===== src/rtl/ovc_sched.sv =====
// Output-port scheduler: round-robin VC allocation on head flits, credit-gated
// round-robin switch allocation, and per-VC downstream credit tracking.
module ovc_sched #(
  parameter int NR   = 8,
  parameter int VCN  = 2,
  parameter int FCPD = 1,
  parameter int CW   = 2
) (
  input  logic              clk,
  input  logic              rst,
  input  logic [NR-1:0]     vreq,
  output logic [NR-1:0]     vgnt,
  output logic [VCN-1:0]    vgnt_vc,
  input  logic [NR-1:0]     freq,
  input  logic [NR-1:0]     ftail,
  output logic [NR-1:0]     fgnt,
  output logic [VCN-1:0]    fvc,
  output logic              fvld,
  input  logic [VCN-1:0]    credit,
  output logic [VCN-1:0]    vc_busy,
  output logic [VCN*CW-1:0] cr_cnt,
  output logic              cr_err
);

  localparam int IW = (NR > 1) ? $clog2(NR) : 1;
  localparam int VW = (VCN > 1) ? $clog2(VCN) : 1;

  logic [VCN-1:0] owned;
  logic [IW-1:0]  owner [VCN];
  logic [CW-1:0]  cr    [VCN];
  logic [IW-1:0]  vptr, sptr;

  logic [NR-1:0]  is_owner;
  logic [VW-1:0]  own_vc [NR];
  logic [NR-1:0]  velig, selig;
  logic [VW-1:0]  vfree, svc;
  logic           vfree_any, vwin_vld, swin_vld, valloc, sgnt;
  logic [IW-1:0]  vwin, swin;

  function automatic logic [IW-1:0] nxt(input logic [IW-1:0] i);
    return (int'(i) == NR - 1) ? '0 : i + 1'b1;
  endfunction

  // NOTE: every variable written here gets a default first so no latch is inferred.
  always_comb begin
    is_owner = '0;
    for (int i = 0; i < NR; i++) own_vc[i] = '0;
    for (int v = 0; v < VCN; v++) begin
      if (owned[v]) begin
        is_owner[owner[v]] = 1'b1;
        own_vc[owner[v]]   = VW'(v);
      end
    end
  end

  // Lowest-index free VC; freed-this-cycle VCs still read as owned.
  always_comb begin
    vfree     = '0;
    vfree_any = 1'b0;
    for (int v = VCN - 1; v >= 0; v--) begin
      if (!owned[v]) begin
        vfree     = VW'(v);
        vfree_any = 1'b1;
      end
    end
  end

  always_comb begin
    velig = vreq & ~is_owner;
    for (int i = 0; i < NR; i++)
      selig[i] = freq[i] && is_owner[i] && (cr[own_vc[i]] != '0);
  end

  always_comb begin
    vwin_vld = 1'b0;
    vwin     = '0;
    swin_vld = 1'b0;
    swin     = '0;
    for (int k = 0; k < NR; k++) begin
      if (!vwin_vld && velig[(int'(vptr) + k) % NR]) begin
        vwin_vld = 1'b1;
        vwin     = IW'((int'(vptr) + k) % NR);
      end
      if (!swin_vld && selig[(int'(sptr) + k) % NR]) begin
        swin_vld = 1'b1;
        swin     = IW'((int'(sptr) + k) % NR);
      end
    end
  end

  assign valloc  = !rst && vwin_vld && vfree_any;
  assign sgnt    = !rst && swin_vld;
  assign svc     = own_vc[swin];

  assign vgnt    = valloc ? (NR'(1) << vwin)   : '0;
  assign vgnt_vc = valloc ? (VCN'(1) << vfree) : '0;
  assign fgnt    = sgnt   ? (NR'(1) << swin)   : '0;
  assign fvc     = sgnt   ? (VCN'(1) << svc)   : '0;
  assign fvld    = sgnt;
  assign vc_busy = owned;

  always_comb begin
    for (int v = 0; v < VCN; v++) cr_cnt[v*CW +: CW] = cr[v];
  end

  // NOTE: state uses non-blocking assignments so all updates see pre-edge values.
  always_ff @(posedge clk) begin
    if (rst) begin
      owned  <= '0;
      vptr   <= '0;
      sptr   <= '0;
      cr_err <= 1'b0;
      // NOTE: owner[] is qualified by owned[], so its reset only keeps simulation X-free.
      for (int v = 0; v < VCN; v++) begin
        owner[v] <= '0;
        cr[v]    <= CW'(FCPD);
      end
    end else begin
      if (valloc) begin
        owned[vfree] <= 1'b1;
        owner[vfree] <= vwin;
        vptr         <= nxt(vwin);
      end
      if (sgnt) begin
        sptr <= nxt(swin);
        if (ftail[swin]) owned[svc] <= 1'b0;
      end
      for (int v = 0; v < VCN; v++) begin
        if (credit[v] && !(sgnt && svc == VW'(v))) begin
          if (cr[v] == CW'(FCPD)) cr_err <= 1'b1;
          else                    cr[v]  <= cr[v] + 1'b1;
        end else if (!credit[v] && sgnt && svc == VW'(v)) begin
          cr[v] <= cr[v] - 1'b1;
        end
      end
    end
  end

endmodule

===== config.mk =====
export PLATFORM = sky130hd
export DESIGN_NAME = ovc_sched
export DESIGN_NICKNAME = d
export VERILOG_FILES = /design/src/rtl/ovc_sched.sv
export SDC_FILE = /design/constraint.sdc
export NUM_CORES = 1
export LEC_CHECK = 0
export ABC_AREA = 1
export ABC_CLOCK_PERIOD_IN_PS = 4600
export CORE_MARGIN = 5
export CORE_UTILIZATION = 49
export DETAILED_ROUTE_END_ITERATION = 7
export PLACE_DENSITY = 0.75
export SLEW_MARGIN = 25
export SYNTH_ARGS = -nofsm -noshare
export SYNTH_HDL_FRONTEND = slang
export SYNTH_SLANG_ARGS = --single-unit

===== constraint.sdc =====
create_clock -name clk -period 4.6 [get_ports clk]
set_clock_uncertainty 0.15 [all_clocks]
set_input_delay 0.92 -clock clk [delete_from_list [all_inputs] [get_ports clk]]
set_output_delay 0.92 -clock clk [all_outputs]
set_load 0.05 [all_outputs]

==> out/metrics.yaml <==
outcome: "complete, but fails checks"
violations: "design-rule violations, negative setup slack"
drcViolationCount: 2
yosys-top-cells-count: "nand2_1, nand3_1, inv_1, nor2_1, o21ai_0"
pre_cts_ws_ps: -412
n_antenna_cell: 0
clkTransAtPathRegs_ps: 80
io_buffer_count: 55
synth.most_common_cell: "nand2_1"
clockBufferDepth: 2
clock-root-buffer: "clkbuf_8"
core_area_mm2: 0.00599
arrival_ps: 3870
syn_avg_cell_area_um2: 5.97
period_share_pct: 107
drive_gt1_share_pct: 47.1
max_freq_ghz: 0.203
antenna_found_initial: 0
std_cell_rows: 28
setup.worst_path.start_class: "flip-flop"
grt_max_degree: 14
fin_crit_ps: 4940
drv_cap: 0
crit_required_ps: 3530
worst_pin_slew_ps: 537
grt_setup_unrepaired: "yes"
seq_area_um2: 482
post-synth-top-area-cell: "nand2_1"
dp_hpwl_um: 7750
synthFlopType: "edfxtp_1"
yosysSeqAreaShare_pct: 15.7
syn_nets: 557
async_flop_share_pct: 0
drt_wl_total_um: 15200
crit_type: "reg -> out"
die_x_um: 88.9
vias: 4719
track_usage_pct: 28.3
layout.cells.non_filler: 731
dr.first_iter.drc_count: 842
initial_utilization_pct: 51.0
die_area_mm2: 0.00791
htree_levels: 1
syn_area_mm2: 0.00305
dp.cells: 689
final-hold-violation-count: 0
grt_pass1_vias: 3953
synth_warnings: 0
setup_ws_ps: -335
hp-class: "reg -> reg"
ys_seq_elements: 19
ant_nets: 0
grt_first_pass_wirelength_um: 18100
synthCells: 511
critPathMaxFanout: 7
holdBufCountCts: 0
synthTopCellsByArea: "nand2_1, nand3_1, edfxtp_1"
slew_headroom_pct: 64.1
pin_count: 56
yosysTopAreaCellShare_pct: 15.5
clk_latency_ps: 270
multi_input_area_mm2: 0.00298
setup_viol: 19
dr.pass1.iters: 8
gp_congestion: 0.988
design_area_mm2: 0.00540
final_nets: 703
clock-sinks: 19
synth_edf_count: 10
finalMaxSlewViolations: 0
fill_cells: 239
syn2layout_area_growth_pct: 77.0
wl_per_cell_um: 20.9
cts_buffers: 3
placed_cell_area_mm2: 0.00430
vias_per_cell: 6.46
gr-total-overflow: 0
die_y_um: 88.9
cts_tree: "yes"
ys_types: 47
endpoint_kind: "output pin"
==> critical path, stage by stage, from the launching register on <==
cell and delay (ps):
dfxtp_1 480, inv_2 130, nor2_8 240, nand2_4 110
nand3_1 120, nand2_1 70, o21ai_2 70, buf_4 130
nand2_1 70, o21ai_0 180, nand2_1 120, nand2_1 110
nand2_1 110, nor3_4 180, nand2_2 110, nor2_4 140
nand2_2 90, nor2_4 120, inv_2 80, buf_6 120
o21ai_4 180, inv_2 100, buf_12 140, nor3_4 210
buf_6 180
==> registers in the layout, summed over array words and instances (netlist names) <==
| name | flops |
|---|---|
| cr | 4 |
| vc_busy | 2 |
| owner | 6 |
| sptr | 3 |
| vptr | 3 |
| cr_err | 1 |
==> metrics by stage <==
| stage | hold slack [ps] | TNS, ps | utilization [%] |
|---|---|---|---|
| 3_3_place_gp | 364 | -2020 | 71.8 |
| 6_report | 411 | -4590 | 90.2 |
| 3_5_place_dp | 388 | -3610 | 71.8 |
| 4_1_cts | 410 | -1610 | 78.7 |
| 5_1_grt | 457 | -5960 | 90.2 |
| 2_1_floorplan | 444 | -490 | - |
==> kinds of logic after synthesis <==
| logic type | Yosys count | synth area share (%) |
|---|---|---|
| AO/OA/AOI/OAI | 68 | 13.4 |
| flip-flops | 19 | 15.7 |
| adder cells (fa/ha/maj) | 18 | 7.38 |
| multiplexers | 2 | 0.656 |
| AND/OR/NAND/NOR | 309 | 50.0 |
| buffers and inverters | 89 | 11.1 |
| XOR/XNOR | 6 | 1.72 |
==> area by class of cell <==
class | count | area share, %
repair buffers | 152 | 27.4
inverters | 78 | 6.04
well taps | 75 | 1.74
clock buffers | 4 | 0.834
flip-flops and latches | 19 | 8.92
multi-input cells | 403 | 55.1
==> per-layer routing <==
| metal | GRT usage (%) | share of wire (%) |
|---|---|---|
| met5 | 0 | 0 |
| met4 | 7.04 | 7.0 |
| met3 | 2.67 | 12 |
| met2 | 50.8 | 46 |
| met1 | 36.3 | 35 |
==> placed cells by master (no fill, tap or decap), drive strengths merged <==
| cell type | synthesis | final |
|---|---|---|
| a21oi | 15 | 15 |
| clkinv | 4 | 3 |
| xor2 | 4 | 4 |
| a211oi | 1 | 1 |
| dlygate4sd2 | 0 | 1 |
| xnor2 | 2 | 2 |
| o221ai | 1 | 1 |
| clkinvlp | 0 | 1 |
| o22ai | 2 | 2 |
| clkdlybuf4s15 | 0 | 2 |
| nor3 | 17 | 17 |
| clkbuf | 6 | 5 |
| nand2 | 139 | 139 |
| and3 | 2 | 2 |
| edfxtp | 10 | 10 |
| ha | 18 | 18 |
| buf | 5 | 122 |
| nor2 | 61 | 61 |
| nand4 | 6 | 6 |
| o21bai | 2 | 2 |
| or2 | 2 | 2 |
| nand3 | 78 | 78 |
| clkdlybuf4s50 | 0 | 26 |
| inv | 74 | 74 |
| nand3b | 3 | 3 |
| mux2i | 2 | 2 |
| a21boi | 8 | 8 |
| a31oi | 2 | 2 |
| and2 | 1 | 1 |
| o21ai | 37 | 37 |
| dfxtp | 9 | 9 |
==> what timing repair did <==
item	4_1_cts	5_1_grt
setup buffers	18	22
endpoints found under the setup margin	18	20
pin swaps	38	62
endpoints found under the hold margin	0	0
resized for setup	77	147
==> path summary, 6_finish.rpt <==
| path | startpoint | endpoint | slack [ps] | cells past startpoint |
|---|---|---|---|---|
| min | cr_err$_SDFF_PP0_ | cr_err$_SDFF_PP0_ | 410 | 3 |
| max | vc_busy[1]$_SDFF_PP0_ | vgnt[0] | -340 | 24 |
| max reg2reg | vc_busy[1]$_SDFF_PP0_ | cr[0][1]$_SDFFCE_PN0P_ | 290 | 25 |
| min reg2reg | cr_err$_SDFF_PP0_ | cr_err$_SDFF_PP0_ | 410 | 3 |
Power is not shown: default switching activity piles up to over one toggle a cycle in this logic, so the estimate is an artifact.
